--- config.mk ---
export PLATFORM = sky130hd
export DESIGN_NAME = csd_const_mult_flat
export DESIGN_NICKNAME = d
export VERILOG_FILES = /design/src/rtl/csd_const_mult_if.sv /design/src/rtl/csd_const_mult.sv /design/src/flat_wrapper.sv
export SDC_FILE = /design/constraint.sdc
export NUM_CORES = 1
export LEC_CHECK = 0
export CELL_PAD_IN_SITES_DETAIL_PLACEMENT = 1
export CELL_PAD_IN_SITES_GLOBAL_PLACEMENT = 2
export CORE_MARGIN = 4
export CORE_UTILIZATION = 46
export DETAILED_ROUTE_END_ITERATION = 8
export DONT_BUFFER_PORTS = 1
export PLACE_DENSITY = 0.95
export SYNTH_ARGS = -nofsm -noshare
export SYNTH_HDL_FRONTEND = slang
export SYNTH_SLANG_ARGS = --single-unit
--- constraint.sdc ---
create_clock -name clk -period 15.2 [get_ports clk]
set_input_delay 0.76 -clock clk [delete_from_list [all_inputs] [get_ports clk]]
set_output_delay 0.76 -clock clk [all_outputs]
set_load 0.05 [all_outputs]
--- src/rtl/csd_const_mult_if.sv ---
// Stream and coefficient-write bundle for csd_const_mult.
// master drives operands, downstream ready and bank writes; slave is the multiplier.
interface csd_const_mult_if #(
  parameter int unsigned W = 16,
  parameter int unsigned K = 8
);
  localparam int unsigned KW = $clog2(K);
  localparam int unsigned SW = $clog2(W + 1);

  logic [W-1:0]  a;
  logic          in_valid;
  logic          in_ready;
  logic [W-1:0]  result;
  logic          out_valid;
  logic          out_ready;
  logic          out_ovf;
  logic          cfg_we;
  logic [KW-1:0] cfg_idx;
  logic          cfg_en;
  logic          cfg_neg;
  logic [SW-1:0] cfg_shift;

  modport master (
    output a, in_valid, out_ready, cfg_we, cfg_idx, cfg_en, cfg_neg, cfg_shift,
    input  in_ready, result, out_valid, out_ovf
  );

  modport slave (
    input  a, in_valid, out_ready, cfg_we, cfg_idx, cfg_en, cfg_neg, cfg_shift,
    output in_ready, result, out_valid, out_ovf
  );
endinterface

--- src/rtl/csd_const_mult.sv ---
// Pipelined shift-and-add constant multiplier: y = a * sum(+/- 2^-s_i) over a writable K-term bank,
// with registered term stage, registered adder tree, registered saturate/wrap stage.
module csd_const_mult #(
  parameter int unsigned W      = 16,
  parameter int unsigned K      = 8,
  parameter bit          SIGNED = 1'b0,
  parameter bit          SAT    = 1'b1
) (
  input  logic           clk,
  input  logic           rst,
  csd_const_mult_if.slave bus
);

  localparam int unsigned KW = $clog2(K);
  localparam int unsigned SW = $clog2(W + 1);
  localparam int unsigned IW = W + KW + 1;
  localparam int unsigned NN = 2 * K - 1;

  localparam logic signed [IW-1:0] HI = SIGNED ? IW'({(W-1){1'b1}}) : IW'({W{1'b1}});
  localparam logic signed [IW-1:0] LO = SIGNED ? -HI - IW'(1) : IW'(0);

  function automatic logic [SW-1:0] clamp_shift(input int unsigned s);
    return (s > W) ? SW'(W) : SW'(s);
  endfunction

  function automatic int unsigned def_shift(input int unsigned i);
    case (i)
      0:       return 1;
      1:       return 3;
      2:       return 4;
      3:       return 6;
      4:       return 8;
      default: return 0;
    endcase
  endfunction

  logic [K-1:0]            c_en;
  logic [K-1:0]            c_neg;
  logic [SW-1:0]           c_sh [K];
  logic signed [IW-1:0]    node [NN];
  logic [KW:0]             vld;
  logic signed [IW-1:0]    a_ext_c;
  logic signed [IW-1:0]    term_c [K];
  logic                    over_c;
  logic                    under_c;
  logic                    ovf_c;
  logic [W-1:0]            res_c;
  logic                    stall_c;

  assign stall_c      = bus.out_valid & ~bus.out_ready;
  assign bus.in_ready = ~stall_c;

  // Stage-0 terms: operand widened to the tree width, then arithmetic shift (zero-fill when unsigned).
  always_comb begin
    a_ext_c = $signed({{(IW-W){SIGNED & bus.a[W-1]}}, bus.a});
    for (int i = 0; i < K; i++) begin
      term_c[i] = '0;
      if (c_en[i]) begin
        term_c[i] = c_neg[i] ? -(a_ext_c >>> c_sh[i]) : (a_ext_c >>> c_sh[i]);
      end
    end
  end

  // Range check of the tree root against the output format.
  always_comb begin
    over_c  = node[0] > HI;
    under_c = node[0] < LO;
    res_c   = node[0][W-1:0];
    if (SAT) begin
      if (over_c) begin
        res_c = HI[W-1:0];
      end else if (under_c) begin
        res_c = LO[W-1:0];
      end
    end
    ovf_c = over_c | under_c;
  end

  // Heap-ordered tree: leaves K-1..2K-2 hold terms, node n sums children 2n+1 and 2n+2.
  always_ff @(posedge clk) begin
    if (!rst) begin
      for (int i = 0; i < K; i++) begin
        c_en[i]  <= (i < 5);
        c_neg[i] <= 1'b0;
        c_sh[i]  <= clamp_shift(def_shift(i));
      end
      for (int n = 0; n < NN; n++) begin
        node[n] <= '0;
      end
      vld           <= '0;
      bus.out_valid <= 1'b0;
      bus.result    <= '0;
      bus.out_ovf   <= 1'b0;
    end else begin
      if (bus.cfg_we) begin
        c_en[bus.cfg_idx]  <= bus.cfg_en;
        c_neg[bus.cfg_idx] <= bus.cfg_neg;
        c_sh[bus.cfg_idx]  <= clamp_shift(32'(bus.cfg_shift));
      end
      if (!stall_c) begin
        for (int i = 0; i < K; i++) begin
          node[K-1+i] <= term_c[i];
        end
        for (int n = 0; n < K - 1; n++) begin
          node[n] <= node[2*n+1] + node[2*n+2];
        end
        vld[0] <= bus.in_valid;
        for (int d = 1; d <= KW; d++) begin
          vld[d] <= vld[d-1];
        end
        bus.out_valid <= vld[KW];
        bus.result    <= res_c;
        bus.out_ovf   <= ovf_c;
      end
    end
  end

endmodule

--- src/flat_wrapper.sv ---
// flat-port wrapper written by rule: the top's interface ports become plain ports
module csd_const_mult_flat 
#(
  parameter int unsigned W      = 16,
  parameter int unsigned K      = 8,
  parameter bit          SIGNED = 1'b0,
  parameter bit          SAT    = 1'b1
)
  (clk, rst, bus_a, bus_in_valid, bus_out_ready, bus_cfg_we, bus_cfg_idx, bus_cfg_en, bus_cfg_neg, bus_cfg_shift, bus_in_ready, bus_result, bus_out_valid, bus_out_ovf);
  csd_const_mult_if #(.W(W), .K(K)) bus_i ();
  input  logic clk;
  input  logic rst;
  input wire logic [$bits(bus_i.a)-1:0] bus_a;
  input wire logic [$bits(bus_i.in_valid)-1:0] bus_in_valid;
  input wire logic [$bits(bus_i.out_ready)-1:0] bus_out_ready;
  input wire logic [$bits(bus_i.cfg_we)-1:0] bus_cfg_we;
  input wire logic [$bits(bus_i.cfg_idx)-1:0] bus_cfg_idx;
  input wire logic [$bits(bus_i.cfg_en)-1:0] bus_cfg_en;
  input wire logic [$bits(bus_i.cfg_neg)-1:0] bus_cfg_neg;
  input wire logic [$bits(bus_i.cfg_shift)-1:0] bus_cfg_shift;
  output wire logic [$bits(bus_i.in_ready)-1:0] bus_in_ready;
  output wire logic [$bits(bus_i.result)-1:0] bus_result;
  output wire logic [$bits(bus_i.out_valid)-1:0] bus_out_valid;
  output wire logic [$bits(bus_i.out_ovf)-1:0] bus_out_ovf;
  assign bus_i.a = bus_a;
  assign bus_i.in_valid = bus_in_valid;
  assign bus_i.out_ready = bus_out_ready;
  assign bus_i.cfg_we = bus_cfg_we;
  assign bus_i.cfg_idx = bus_cfg_idx;
  assign bus_i.cfg_en = bus_cfg_en;
  assign bus_i.cfg_neg = bus_cfg_neg;
  assign bus_i.cfg_shift = bus_cfg_shift;
  assign bus_in_ready = bus_i.in_ready;
  assign bus_result = bus_i.result;
  assign bus_out_valid = bus_i.out_valid;
  assign bus_out_ovf = bus_i.out_ovf;
  csd_const_mult #(.W(W), .K(K), .SIGNED(SIGNED), .SAT(SAT)) u_core (.clk(clk), .rst(rst), .bus(bus_i));
endmodule
==> impl_summary.log <==
INFO  metric final-hold-violation-count = 0
INFO  metric timing.final.setup_violations = 0
INFO  metric clkLatencyLatePin = between 0.6 and 0.7 ns
INFO  metric post-cts-setup-buffers = 0
INFO  metric syn_area = 27400 um2
INFO  metric cts_max_path_buffers = 3
INFO  metric die_width = 252 um
INFO  metric tritoncts.num_buffers = 44
INFO  metric resized_gates_after_cts = 0
INFO  metric grt_antenna_before_repair = 0
INFO  metric tightest_slew = 1.12 ns
INFO  metric top_level_ports = 50
INFO  metric cp_data_arrival_time = 4.59 ns
INFO  metric setup-tns-final = 0 ns
INFO  metric slew_headroom = 0.251
INFO  metric power.clock.fraction = 0.409
INFO  metric fillCellCount = 6627
INFO  metric antenna_cells_inserted = 0
INFO  metric core-area = approximately 60000 um2
INFO  metric via_per_inst = around 6.2
INFO  metric layout-drive-gt1-share = 0.0925
INFO  metric required = between 15 and 20 ns
INFO  metric cts.reportedPaths.clkPinSlew = roughly 0.080 ns
INFO  metric criticalPathCategory = flop to flop
INFO  metric finalWorstPathRequiredPeriod = between 4 and 5 ns
INFO  metric power_frac_comb = 0.164
INFO  metric first_global_vias = 22900
INFO  metric wirelength = around 83000 um
INFO  metric portBuffers = 0
INFO  metric final.period_utilization = 0.275
INFO  metric cell_rows = 89
INFO  metric synth-main-ff-cell = sky130_fd_sc_hd__edfxtp_1
INFO  metric synthesis.area_per_instance = 9.43 um2
INFO  metric postPlaceCellArea = about 28000 um2
INFO  metric yosysUniqueCellTypes = 86
INFO  metric clock_skew = about 0.038 ns
INFO  metric synth_fp_nets = ~3100
INFO  metric cts.sinks = 378
INFO  metric static_leakage = between 10 and 15 nW
INFO  metric grt_setup_unrepaired = no
INFO  metric ys_ff_latch = 378
INFO  metric final_nets = 2954
INFO  metric outcome = finished, final reports clean
INFO  metric pwr-share-seq = 0.427
INFO  metric die_area = 63500 um2
INFO  metric routability_driven_placement_congestion_ratio = 0.889
INFO  metric grt_overflow_total = 0
INFO  metric synth_warnings = 0
INFO  metric wire_length_of_the_first_global_routing_pass = 130000 um
INFO  metric ir_drop = 0.0000898 V
INFO  metric drv_cap = 0
INFO  metric timing.critical_path.fanout_max = 23
INFO  metric synth_async_sr_flop_share = 0
INFO  metric detailed_place_hpwl = 60400 um
INFO  metric floorplan.initialDensity = 0.464
INFO  metric maxSlewViolCount = 0
INFO  metric route.vias.total = ~22000
INFO  metric overall_global_routing_resource_usage = 0.256
INFO  metric hp-class = primary input to flop
INFO  metric post-layout-total-power = 0.00284 W
INFO  metric p_switching = 0.000800 W
INFO  metric cp-end-kind = flop
INFO  metric cts_tree = built
INFO  metric detailedRoute.firstIterationViolations = 1437
INFO  metric h-tree-depth = 2
INFO  metric avgRoutedWirePerCell = 23.1 um
INFO  metric postSynthCellCount = 2907
INFO  metric fmax = 239 MHz
INFO  metric dr.pass1.iters = 6
INFO  metric seq_area_frac_synth = 0.364
INFO  metric power.share.switching = 0.282
INFO  metric finalInstanceArea = 29300 um2
INFO  metric pre_cts_ws = 11.01 ns
INFO  metric power.density = roughly 97 nW/um2
INFO  metric largest_net_degree_at_the_start_of_global_routing = 140
INFO  metric drt_drc_violations_left = 0
INFO  metric internal_power = 0.00204 W
INFO  metric timing.critical_path.from_type = flop
INFO  metric final.setup.worst_slack = between 10 and 15 ns
INFO  metric antenna_left = 0
INFO  metric clk_root_buffer_cell = sky130_fd_sc_hd__clkbuf_16
INFO  metric synth_edf_count = 240
INFO  metric syn2layout_area_growth = 6.93%
INFO  metric die_h = 252 um
INFO  metric holdBufCountCts = 0
-- critical path, stage by stage (launching register included) --
cell	delay, ns
sky130_fd_sc_hd__edfxtp_1	1.09
sky130_fd_sc_hd__mux4_2	0.63
sky130_fd_sc_hd__a222oi_1	0.55
sky130_fd_sc_hd__o211ai_1	0.22
sky130_fd_sc_hd__nand2b_4	0.20
sky130_fd_sc_hd__or4_4	0.56
sky130_fd_sc_hd__or2_0	0.24
sky130_fd_sc_hd__or3_1	0.35
sky130_fd_sc_hd__a31oi_1	0.14
-- power by group through the flow --
stage	combinational, W	clock (W)	sequential [W]
6_report	0.000465	0.00116	0.00121
3_5_place_dp	0.000458	0	0.00123
2_1_floorplan	0.000397	0	0.00119
5_1_grt	0.000510	0.00122	0.00122
3_3_place_gp	0.000440	0	0.00123
4_1_cts	0.000463	0.00118	0.00121
-- metrics by stage --
stage	hold slack, ns	util	std cells
4_1_cts	0.244	0.496	3584
6_report	0.275	0.496	3584
3_3_place_gp	0.434	0.469	3502
2_1_floorplan	0.426	-	2907
5_1_grt	0.252	0.496	3584
3_5_place_dp	0.441	0.469	3502
-- cell families after synthesis --
group | Yosys count | share of synthesized area
compound gates | 711 | 0.165
buf+inv | 268 | 0.0387
flops | 378 | 0.364
xor+xnor | 198 | 0.0633
mux | 226 | 0.134
fa+ha+maj | 148 | 0.0695
simple gates | 978 | 0.165
-- worst paths after layout --
| path | start | endpoint | slack, ns | cells after the start |
|---|---|---|---|---|
| min reg2reg | u_core.node[1][96] | u_core.node[1][96] | 0.45 | 2 |
| max | u_core.c_sh[1][0] | u_core.node[1][15] | 11.02 | 8 |
| min | bus_cfg_neg | u_core.c_neg[5] | 0.28 | 1 |
| max reg2reg | u_core.c_sh[1][0] | u_core.node[1][15] | 11.02 | 8 |
-- synth_stat cells (8+ instances only) --
library cell,n,share of area
sky130_fd_sc_hd__a2111oi_0,8,0.0026
sky130_fd_sc_hd__a211o_1,8,0.0026
sky130_fd_sc_hd__a211oi_1,14,0.0038
sky130_fd_sc_hd__a21o_1,60,0.016
sky130_fd_sc_hd__a21oi_1,157,0.029
sky130_fd_sc_hd__a22o_1,10,0.0032
sky130_fd_sc_hd__a22oi_1,13,0.0036
sky130_fd_sc_hd__a31oi_1,15,0.0034
sky130_fd_sc_hd__and2_1,15,0.0034
sky130_fd_sc_hd__and3_1,46,0.011
sky130_fd_sc_hd__buf_1,16,0.0022
sky130_fd_sc_hd__buf_2,14,0.0026
sky130_fd_sc_hd__clkbuf_1,152,0.021
sky130_fd_sc_hd__dfxtp_1,138,0.10
sky130_fd_sc_hd__edfxtp_1,240,0.26
sky130_fd_sc_hd__ha_1,141,0.064
sky130_fd_sc_hd__inv_1,74,0.010
sky130_fd_sc_hd__mux2_2,39,0.016
sky130_fd_sc_hd__mux2i_1,78,0.028
sky130_fd_sc_hd__mux4_2,107,0.088
sky130_fd_sc_hd__nand2_1,281,0.038
sky130_fd_sc_hd__nand2b_1,52,0.012
sky130_fd_sc_hd__nand3_1,49,0.0089
sky130_fd_sc_hd__nand3b_1,10,0.0027
sky130_fd_sc_hd__nand4_1,11,0.0025
sky130_fd_sc_hd__nor2_1,334,0.046
sky130_fd_sc_hd__nor2b_1,38,0.0087
sky130_fd_sc_hd__nor3_1,57,0.010
sky130_fd_sc_hd__nor3b_1,19,0.0052
sky130_fd_sc_hd__o211ai_1,22,0.0060
sky130_fd_sc_hd__o21a_1,21,0.0058
sky130_fd_sc_hd__o21ai_0,234,0.043
sky130_fd_sc_hd__o21bai_1,21,0.0058
sky130_fd_sc_hd__o221ai_1,9,0.0029
sky130_fd_sc_hd__o31ai_1,27,0.0074
sky130_fd_sc_hd__o41ai_1,11,0.0035
sky130_fd_sc_hd__or2_2,16,0.0037
sky130_fd_sc_hd__or3_1,23,0.0053
sky130_fd_sc_hd__xnor2_1,99,0.032
sky130_fd_sc_hd__xor2_1,99,0.032
-- layer usage --
metal  track usage  vias up  wire, um
li1              -    10400         -
met1         0.345    11100     36000
met2         0.429      646     39400
met3        0.0375      150      4750
met4        0.0812        0      2650
met5             0        -         0
-- sequential cells by signal, indices dropped and copies added, names as in the netlist --
signal / count
u_core.bus.out_ovf: 1
u_core.bus.out_valid: 1
u_core.bus.result: 16
u_core.vld: 4
u_core.c_en: 8
u_core.node: 300
u_core.c_sh: 40
u_core.c_neg: 8
-- cells in the final DEF, fill, tap and decap left out, types with 11 or more instances in the layout --
master,count
sky130_fd_sc_hd__a211oi_1,14
sky130_fd_sc_hd__a21o_1,60
sky130_fd_sc_hd__a21oi_1,157
sky130_fd_sc_hd__a22oi_1,13
sky130_fd_sc_hd__a31oi_1,15
sky130_fd_sc_hd__and2_1,14
sky130_fd_sc_hd__and3_1,46
sky130_fd_sc_hd__clkbuf_16,51
sky130_fd_sc_hd__dfxtp_1,138
sky130_fd_sc_hd__edfxtp_1,240
sky130_fd_sc_hd__ha_1,141
sky130_fd_sc_hd__inv_1,73
sky130_fd_sc_hd__mux2_2,39
sky130_fd_sc_hd__mux2i_1,78
sky130_fd_sc_hd__mux4_2,107
sky130_fd_sc_hd__nand2_1,280
sky130_fd_sc_hd__nand2b_1,52
sky130_fd_sc_hd__nand3_1,49
sky130_fd_sc_hd__nand4_1,11
sky130_fd_sc_hd__nor2_1,334
sky130_fd_sc_hd__nor2b_1,38
sky130_fd_sc_hd__nor3_1,57
sky130_fd_sc_hd__nor3b_1,19
sky130_fd_sc_hd__o211ai_1,22
sky130_fd_sc_hd__o21a_1,21
sky130_fd_sc_hd__o21ai_0,234
sky130_fd_sc_hd__o21bai_1,21
sky130_fd_sc_hd__o31ai_1,27
sky130_fd_sc_hd__o41ai_1,11
sky130_fd_sc_hd__or2_2,16
sky130_fd_sc_hd__or3_1,23
sky130_fd_sc_hd__xnor2_1,99
sky130_fd_sc_hd__xor2_1,99
-- layout make-up --
| type | instances | area, um2 | share of cell area |
|---|---|---|---|
| flip-flops and latches | 378 | 9970 | 0.340 |
| repair buffers | 10 | 75.1 | 0.00256 |
| clock inverters | 21 | 246 | 0.00841 |
| inverters | 80 | 308 | 0.0105 |
| well taps | 773 | 967 | 0.0330 |
| multi-input cells | 2261 | 16400 | 0.559 |
| clock buffers | 61 | 1350 | 0.0462 |
(Power assumes the default switching activity.)
